File: src/rtl/exec_pkg.sv
// exec_pkg: the constants, types and ALU helper shared by the execute/writeback stage.
//   DATA_W / REG_AW : operand/result width and register index width
//   MUL_ITERS       : shift-add iterations for a full 16-bit multiply
//   op_t            : opcode encoding
//   state_t         : stage FSM states
//   alu_eval()      : single-cycle ALU result plus carry/no-borrow
package exec_pkg;

  localparam int DATA_W    = 16;
  localparam int REG_AW    = 2;
  localparam int MUL_ITERS = 16;
  localparam int CNT_W     = 5;

  typedef enum logic [2:0] {
    OP_ADD = 3'b000,
    OP_SUB = 3'b001,
    OP_AND = 3'b010,
    OP_OR  = 3'b011,
    OP_SLT = 3'b100,
    OP_SLL = 3'b101,
    OP_SRL = 3'b110,
    OP_MUL = 3'b111
  } op_t;

  typedef enum logic [1:0] {
    IDLE = 2'd0,
    MUL  = 2'd1,
    WB   = 2'd2
  } state_t;

  typedef struct packed {
    logic [DATA_W-1:0] result;
    logic              carry;
  } alu_out_t;

  // Single-cycle ALU. Carry is the adder carry-out for ADD and the
  // no-borrow flag for SUB (computed as a + ~b + 1); zero for every other op.
  function automatic alu_out_t alu_eval(input op_t op,
                                        input logic [DATA_W-1:0] a,
                                        input logic [DATA_W-1:0] b);
    alu_out_t          r;
    logic [DATA_W:0]   wide;
    r    = '0;
    wide = '0;
    case (op)
      OP_ADD: begin
        wide     = {1'b0, a} + {1'b0, b};
        r.result = wide[DATA_W-1:0];
        r.carry  = wide[DATA_W];
      end
      OP_SUB: begin
        wide     = {1'b0, a} + {1'b0, ~b} + (DATA_W+1)'(1);
        r.result = wide[DATA_W-1:0];
        r.carry  = wide[DATA_W];
      end
      OP_AND: r.result = a & b;
      OP_OR:  r.result = a | b;
      OP_SLT: r.result = {{(DATA_W-1){1'b0}}, ($signed(a) < $signed(b))};
      OP_SLL: r.result = a << b[3:0];
      OP_SRL: r.result = a >> b[3:0];
      default: r = '0;
    endcase
    return r;
  endfunction

endpackage

File: src/rtl/shift_add_multiplier.sv
// shift_add_multiplier: iterative 16x16 shift-add multiplier, low 16 bits of product.
// Only compiled when EXEC_MULT_EN is defined; without it the stage has no multiplier.
// Ports:
//   clock, reset   : rising-edge clock, asynchronous active-high reset
//   start          : load operands and clear accumulator/counter (one cycle)
//   multiplicand   : operand A
//   multiplier     : operand B
//   done           : high during the cycle whose edge performs the last iteration
//   product        : low 16 bits of the product, valid while done is high
`ifdef EXEC_MULT_EN
module shift_add_multiplier
  import exec_pkg::*;
(
  input  logic              clock,
  input  logic              reset,
  input  logic              start,
  input  logic [DATA_W-1:0] multiplicand,
  input  logic [DATA_W-1:0] multiplier,
  output logic              done,
  output logic [DATA_W-1:0] product
);

  logic [DATA_W-1:0] mcand_r;
  logic [DATA_W-1:0] mplier_r;
  logic [DATA_W-1:0] acc_r;
  logic [CNT_W-1:0]  cnt_r;
  logic              active_r;
  logic [DATA_W-1:0] addend_s;
  logic [DATA_W-1:0] acc_nx_s;
  logic              last_s;

  // One iteration's partial sum; product is exposed from the next-value path so
  // the final iteration's result is available to be registered on the same edge.
  always_comb begin
    addend_s = mplier_r[0] ? mcand_r : '0;
    acc_nx_s = acc_r + addend_s;
    last_s   = active_r && (cnt_r == CNT_W'(MUL_ITERS - 1));
    done     = last_s;
    product  = acc_nx_s;
  end

  // Operand shift registers, accumulator and iteration counter.
  always_ff @(posedge clock or posedge reset) begin
    if (reset) begin
      mcand_r  <= '0;
      mplier_r <= '0;
      acc_r    <= '0;
      cnt_r    <= '0;
      active_r <= 1'b0;
    end else if (start) begin
      mcand_r  <= multiplicand;
      mplier_r <= multiplier;
      acc_r    <= '0;
      cnt_r    <= '0;
      active_r <= 1'b1;
    end else if (active_r) begin
      acc_r    <= acc_nx_s;
      mcand_r  <= mcand_r << 1;
      mplier_r <= mplier_r >> 1;
      cnt_r    <= cnt_r + CNT_W'(1);
      if (last_s) begin
        active_r <= 1'b0;
      end
    end
  end

endmodule
`endif

File: src/rtl/execute_writeback.sv
// execute_writeback: execute + writeback stage feeding a 4x16 register file.
// Single-cycle ALU ops go IDLE -> WB; MUL (when EXEC_MULT_EN is defined) goes
// IDLE -> MUL (16 iterations) -> WB. WB drives a one-cycle RegWrite pulse.
// Build option: EXEC_MULT_EN. When undefined, opcode 111 is reported via a
// one-cycle Illegal pulse and nothing is written.
// Ports:
//   Clock, Reset        : rising-edge clock, asynchronous active-high reset
//   InValid / InReady   : upstream handshake, transfer when both high at an edge
//   Op, ReadRS, ReadRT  : opcode and operands
//   RDIn                : destination register index
//   WD, RD, RegWrite    : register file write port
//   Zero, Carry         : status of the last completed write
//   Illegal             : one-cycle pulse for an unsupported opcode
//   Busy                : stage is not in IDLE
module execute_writeback
  import exec_pkg::*;
(
  input  logic              Clock,
  input  logic              Reset,
  input  logic              InValid,
  output logic              InReady,
  input  logic [2:0]        Op,
  input  logic [DATA_W-1:0] ReadRS,
  input  logic [DATA_W-1:0] ReadRT,
  input  logic [REG_AW-1:0] RDIn,
  output logic [DATA_W-1:0] WD,
  output logic [REG_AW-1:0] RD,
  output logic              RegWrite,
  output logic              Zero,
  output logic              Carry,
  output logic              Illegal,
  output logic              Busy
);

  state_t            state_r;
  state_t            state_nx_s;
  op_t               op_s;
  alu_out_t          alu_s;
  logic              accept_s;
  logic              is_mul_s;

  logic [DATA_W-1:0] wd_r;
  logic [REG_AW-1:0] rd_r;
  logic              reg_write_r;
  logic              zero_r;
  logic              carry_r;

`ifdef EXEC_MULT_EN
  logic [REG_AW-1:0] rd_lat_r;
  logic              mul_start_s;
  logic              mul_done_s;
  logic [DATA_W-1:0] mul_product_s;
`else
  logic              illegal_r;
`endif

  // Handshake and ALU evaluation on the live inputs; the accept edge registers them.
  always_comb begin
    op_s     = op_t'(Op);
    alu_s    = alu_eval(op_s, ReadRS, ReadRT);
    is_mul_s = (op_s == OP_MUL);
    accept_s = InValid && InReady;
  end

  assign InReady  = (state_r == IDLE) && !Reset;
  assign Busy     = (state_r != IDLE);
  assign WD       = wd_r;
  assign RD       = rd_r;
  assign RegWrite = reg_write_r;
  assign Zero     = zero_r;
  assign Carry    = carry_r;

`ifdef EXEC_MULT_EN
  assign Illegal     = 1'b0;
  assign mul_start_s = accept_s && is_mul_s;

  shift_add_multiplier u_mult (
    .clock        (Clock),
    .reset        (Reset),
    .start        (mul_start_s),
    .multiplicand (ReadRS),
    .multiplier   (ReadRT),
    .done         (mul_done_s),
    .product      (mul_product_s)
  );
`else
  assign Illegal = illegal_r;
`endif

  // Next-state logic.
  always_comb begin
    state_nx_s = state_r;
    case (state_r)
      IDLE: begin
        if (accept_s) begin
`ifdef EXEC_MULT_EN
          if (is_mul_s) begin
            state_nx_s = MUL;
          end else begin
            state_nx_s = WB;
          end
`else
          state_nx_s = WB;
`endif
        end else begin
          state_nx_s = IDLE;
        end
      end
`ifdef EXEC_MULT_EN
      MUL: begin
        if (mul_done_s) begin
          state_nx_s = WB;
        end else begin
          state_nx_s = MUL;
        end
      end
`endif
      WB:      state_nx_s = IDLE;
      default: state_nx_s = IDLE;
    endcase
  end

  // State register.
  always_ff @(posedge Clock or posedge Reset) begin
    if (Reset) begin
      state_r <= IDLE;
    end else begin
      state_r <= state_nx_s;
    end
  end

  // Writeback registers: loaded when the result becomes known, so they are
  // valid for the whole WB cycle and hold their value afterwards.
  always_ff @(posedge Clock or posedge Reset) begin
    if (Reset) begin
      wd_r        <= '0;
      rd_r        <= '0;
      reg_write_r <= 1'b0;
      zero_r      <= 1'b0;
      carry_r     <= 1'b0;
`ifdef EXEC_MULT_EN
      rd_lat_r    <= '0;
`else
      illegal_r   <= 1'b0;
`endif
    end else begin
      reg_write_r <= 1'b0;
`ifndef EXEC_MULT_EN
      illegal_r   <= 1'b0;
`endif
      if (accept_s) begin
        if (is_mul_s) begin
`ifdef EXEC_MULT_EN
          rd_lat_r  <= RDIn;
`else
          // No multiplier: flag the op, leave WD/RD/Zero/Carry untouched.
          illegal_r <= 1'b1;
`endif
        end else begin
          wd_r        <= alu_s.result;
          rd_r        <= RDIn;
          reg_write_r <= 1'b1;
          zero_r      <= (alu_s.result == '0);
          carry_r     <= alu_s.carry;
        end
      end
`ifdef EXEC_MULT_EN
      else if ((state_r == MUL) && mul_done_s) begin
        wd_r        <= mul_product_s;
        rd_r        <= rd_lat_r;
        reg_write_r <= 1'b1;
        zero_r      <= (mul_product_s == '0);
        carry_r     <= 1'b0;
      end
`endif
    end
  end

endmodule

File: config.mk
export PLATFORM = sky130hd
export DESIGN_NAME = execute_writeback
export DESIGN_NICKNAME = d
export VERILOG_FILES = /design/src/rtl/exec_pkg.sv /design/src/rtl/shift_add_multiplier.sv /design/src/rtl/execute_writeback.sv
export SDC_FILE = /design/constraint.sdc
export NUM_CORES = 1
export LEC_CHECK = 0
export CAP_MARGIN = 30
export CORE_MARGIN = 8
export CORE_UTILIZATION = 61
export DETAILED_ROUTE_END_ITERATION = 16
export HOLD_SLACK_MARGIN = 0.05
export PLACE_DENSITY = 0.95
export SLEW_MARGIN = 20
export SYNTH_ARGS = -nofsm -noshare
export SYNTH_HDL_FRONTEND = slang
export SYNTH_SLANG_ARGS = --single-unit
File: constraint.sdc
create_clock -name Clock -period 6.4 [get_ports Clock]
set_input_delay 0.96 -clock Clock [delete_from_list [all_inputs] [get_ports Clock]]
set_output_delay 0.96 -clock Clock [all_outputs]
set_load 0.05 [all_outputs]
Word level (Yosys, flattened, before mapping)
Cells that the tools add are included.
- equality and inequality tests: 7
- reduce and logical (&&, ||, !) cells: 8
- $add $sub $neg: 3
- muxes and demuxes: 8
- shift-type cells: 2
- bitwise logic cells: 4
- $lt $le $gt $ge: 1
- operator list (kind ; count):
    $pmux W16 S7 ; 1
    $add A16 B16 Y17 ; 2
    $add A17 B1 Y17 const B ; 1
    $and A16 B16 Y16 ; 1
    $logic_not A16 Y1 ; 1
    $lt A16 B16 Y1 ; 1
    $not A16 Y16 ; 1
    $or A16 B16 Y16 ; 1
    $shl A16 B4 Y16 ; 1
    $shr A16 B4 Y16 ; 1
    $eq A3 B3 Y1 const B ; 4
    $eq A3 B2 Y1 const B ; 2
    $mux W1 ; 4
    $mux W2 ; 2
    $eq A3 B1 Y1 const B ; 1
    $logic_not A3 Y1 ; 1
    $logic_and A1 B1 Y1 ; 2
    $logic_not A2 Y1 ; 1
    $pmux W1 S2 ; 1
    $reduce_and A2 Y1 ; 1
    $reduce_bool A2 Y1 ; 1
    $logic_not A1 Y1 ; 1
    $not A1 Y1 ; 1
- logic and storage cells: 40
- flip-flop bits (word level): 24

Depth between registers and ports, before layout
- word-level depth: 5
- depth in mapped cells: 15
- depth with buffers taken out: 13

Worst setup path after synthesis
OpenSTA, ideal clock, no wires.
- path type: input to register
- start point: in ReadRT[2]
- end point: reg zero_r (netlist: Zero)
- arrival: 4.134 ns
- required time: 6.308 ns
- buffers on the path: 1
- stages: 12
- library setup time: 0.092 ns
- slack: 2.174 ns
- path through: clkinv_1 -> clkbuf_1 -> ha_1 -> or2_1 -> a2111o_1 -> a311oi_2 -> o41ai_1 -> or4_4 -> a211o_1 -> nand4b_1 -> or4_1 -> o31ai_2
- longest elaborated chain between the ends: 5
- elaborated cells on any way between the ends: 11
- those cells by class: add/sub: 3; order compare: 1; shift: 2; mux: 1; bitwise: 3; reduce/logical: 1
- RTL lines (item ; line ; source):
    start: declaration ; execute_writeback.sv:24 ; input logic [DATA_W-1:0] ReadRT,
    $not A16 Y16 ; exec_pkg.sv:52 ; wide = {1'b0, a} + {1'b0, ~b} + (DATA_W+1)'(1);
    $add A16 B16 Y17 ; exec_pkg.sv:52 ;
    $add A17 B1 Y17 ; exec_pkg.sv:52 ;
    $pmux W16 S7 * ; exec_pkg.sv:45 ; case (op)
    $logic_not A16 Y1 * ; execute_writeback.sv:163 ; zero_r <= (alu_s.result == '0);
    end signal: assignment ; execute_writeback.sv:163 ;
    end: declaration ; execute_writeback.sv:45 ; logic zero_r;
Every way passes the cells marked *; elsewhere a longest branch is shown, timed or not.
A chain may end at the register's enable or synchronous reset.

Worst setup path after layout
- start point: in ReadRT[1]
- end point: reg zero_r (netlist: Zero)
Same word-level chain as after synthesis.

==> results.md <==
- Global placer's final weighted congestion: 1.01
- TritonRoute pass-1 iters: 5
- Share of cells above drive strength 1: 7.66%
- Worst Max-Slew Pin Slew: 911 ps
- Buf/Inv on CP: 1
- Syn avg cell area: 7.51 µm²
- IO Pins: 64
- Most numerous cell in the Yosys netlist: nand2_1
- Critical path required time: 6570 ps
- CTS Hold Bufs: 0
- Die width: 102 µm
- Via-to-Cell Ratio: 6.79
- VDD IR max: 0.0000731 V
- Largest net degree at the start of global routing: 47
- Slowest-stage cell, CP: clkdlybuf4s50_1
- Initial antenna violation count: 0
- Fin. max-slew vios: 0
- DP Area: 5150 µm²
- Synth area leaders: ha_1 16%, dfrtp_1 13%, nand2_1 6.3%
- Post-Syn Instances: 599
- Slew margin rel.: 39.3%
- Antenna cells: 0
- Max Cap Viol: 0
- Mapped Area: 4500 µm²
- Final core occ: 72.2%
- Crit. Startpoint: ReadRT[1]
- Post-layout instance area: 5210 µm²
- Setup ws final: 1530 ps
- Reg2Reg Depth: 11
- Crit path capture type: flip-flop
- Clk pwr share: 11.0%
- Synth unique cells: 68
- Global-route wire length before repair: 24.6 mm
- Synth warnings: 0
- CTS tree: yes
- TritonCTS Buffers: 3
- Row count: 31
- Crit-path leading delay family: compound AO/OA/AOI/OAI gates
- Layout area overhead: 15.8%
- Highest Clock Rate: 0.205 GHz
- Core footprint: 7210 µm²
- Detailed placement HPWL: 12.4 mm
- Reg2Reg Launch Point: state_r[1]
- Overall Power: 775 µW
- Pint: 398 µW
- Worst Setup EP: Zero
- Seq cells post-synth: 23
- Setup TNS: 0 ps
- Worst R2R Setup Slack: 2960 ps
- P_leak: 2.30 nW
- DR DRC count: 0
- Async SR Flop Fraction: 100%
- Post-synth top area share: 16.1%
- Crit-path max cell delay: 800 ps
- Number of synthesized flops with an enable pin: 0
- Crit-path max FO: 15
- Post-cts resize count: 0
- Final hold vios: 0
- Yosys top cell by area: ha_1
- Total GRT Usage: 29.7%
- Clk slew on worst S/H paths: 80 ps
- Initial core utilization: 62.4%
- PortBufs: 63
- Root Buffer: clkbuf_8
- Mapped Nets: 699
- Final setup vio count: 0
- Clk Latency, worst-skew pair: 260 ps
- Worst min path class: reg2reg
- Sw Ratio: 48.6%
- CTS H-tree depth: 1
- CP startpoint kind: input port
- Post-place setup slack: 1320 ps
- Setup CP Type: in2reg
- Seq/Total Area, Yosys: 12.8%
- Global route overflow: 0
- Die Y: 102 µm
- Cell Chain, Critical Path: clkdlybuf4s50_1, fa_1, or2_1, a2111o_1, a311oi_2, o41ai_1, or4_4, a211o_1, nand4b_1, or4_1, o31ai_2
- Die area: 10400 µm²
- Sequential Power Share: 23.5%
- Status: complete, no violations
- Clock skew: 4.34 ps
- Predominant post-synthesis flop cell: dfrtp_1
- CTS max path bufs: 2
- Combinational Power Share: 65.5%
- Vias: 5018
- Final ANT Viol Nets: 0
- Setup bufs post-CTS: 0
- Total routed wirelength: 15.6 mm
- RR Endpoint: Zero
- Most frequent cells after synthesis: 75 x nand2_1, 58 x ha_1, 56 x nor2_1
- Period Utilization, post-route: 76.0%
- Minimum clock period: 4870 ps
- Non-filler instance count after layout: 739
- Inst Count DP: 734
- DRT iter0 DRCs: 496
- Worst hold slack: 477 ps
- RSZ-0062 raised after global routing: no
- P_sw: 377 µW
- DR WL/cell: 21.1 µm
- Pwr per Cell Area: 149 nW/µm²
- Worst path depth: 11
- Clock sink count: 23
- HP Start: WD[2]
- Hold Path Stages: 2
- CP arrival: 5040 ps
- Number of global-route vias before repair: 4809
- Final #Nets: 741
==> area by class of cell <==
cell class	instances	area (µm²)
tap	99	124
multi-input combinational	491	3580
clock buffer	3	41.3
fill	594	2000
clock inverter	1	5.00
timing repair buffer	71	688
sequential	23	576
inverter	51	191
==> worst min-delay path by stage <==
stage	to	slack, ps
floorplan	RD[0]	740
global placement	WD[7]	460
detailed placement	WD[8]	470
CTS	WD[4]	490
global route	WD[11]	520
finish	WD[2]	480
==> worst reg2reg max path, cell delays in order, from the launching register on <==
cell and delay (ps):
dfrtp_1 380, nor2_1 130, nand2_1 130, inv_1 100
nand2_1 410, inv_1 590, o2111ai_1 190, a221o_1 320
a211o_1 310, nand4b_1 170, or4_1 440, o31ai_2 180
==> logic make-up (layout without fill, tap and decap cells) <==
kind of cell	after synthesis	in the layout	share of synthesized area (%)
compound gates	170	170	25.1
xor+xnor	11	11	2.14
fa+ha+maj	60	60	17.0
buf+inv	85	126	7.56
flops	23	23	12.8
mux	50	50	14.9
simple gates	200	200	20.5
==> sequential cells by signal, summed over array words and instances (netlist names) <==
name,cells
state_r,1
WD,16
RD,2
RegWrite,1
Illegal,1
Carry,1
Zero,1
==> routing by layer <==
layer	up-vias	track usage (%)	share of wire [%]
met2	380	50.1	46
met3	60	5.38	12
li1	2247	-	-
met1	2331	36.8	38
met5	-	0	0
met4	0	11.5	3.7
==> cell usage in the layout (no fill, tap or decap), drive strengths merged, types with 10 or more instances in the layout <==
| cell type | n |
|---|---|
| a211oi | 23 |
| a21oi | 31 |
| buf | 10 |
| clkdlybuf4s50 | 61 |
| dfrtp | 23 |
| ha | 58 |
| inv | 49 |
| mux2 | 15 |
| mux2i | 23 |
| mux4 | 12 |
| nand2 | 75 |
| nand3 | 11 |
| nor2 | 56 |
| nor3 | 15 |
| o21ai | 40 |
| o22ai | 11 |
==> power groups by stage <==
| stage | sequential, mW | clock [mW] | combinational, mW |
|---|---|---|---|
| global placement | 0.184 | 0 | 0.488 |
| detailed placement | 0.185 | 0 | 0.495 |
| finish | 0.182 | 0.0851 | 0.508 |
| CTS | 0.182 | 0.0863 | 0.496 |
| floorplan | 0.269 | 0 | 0.243 |
| global route | 0.185 | 0.0924 | 0.538 |
(Power assumes the default switching activity.)
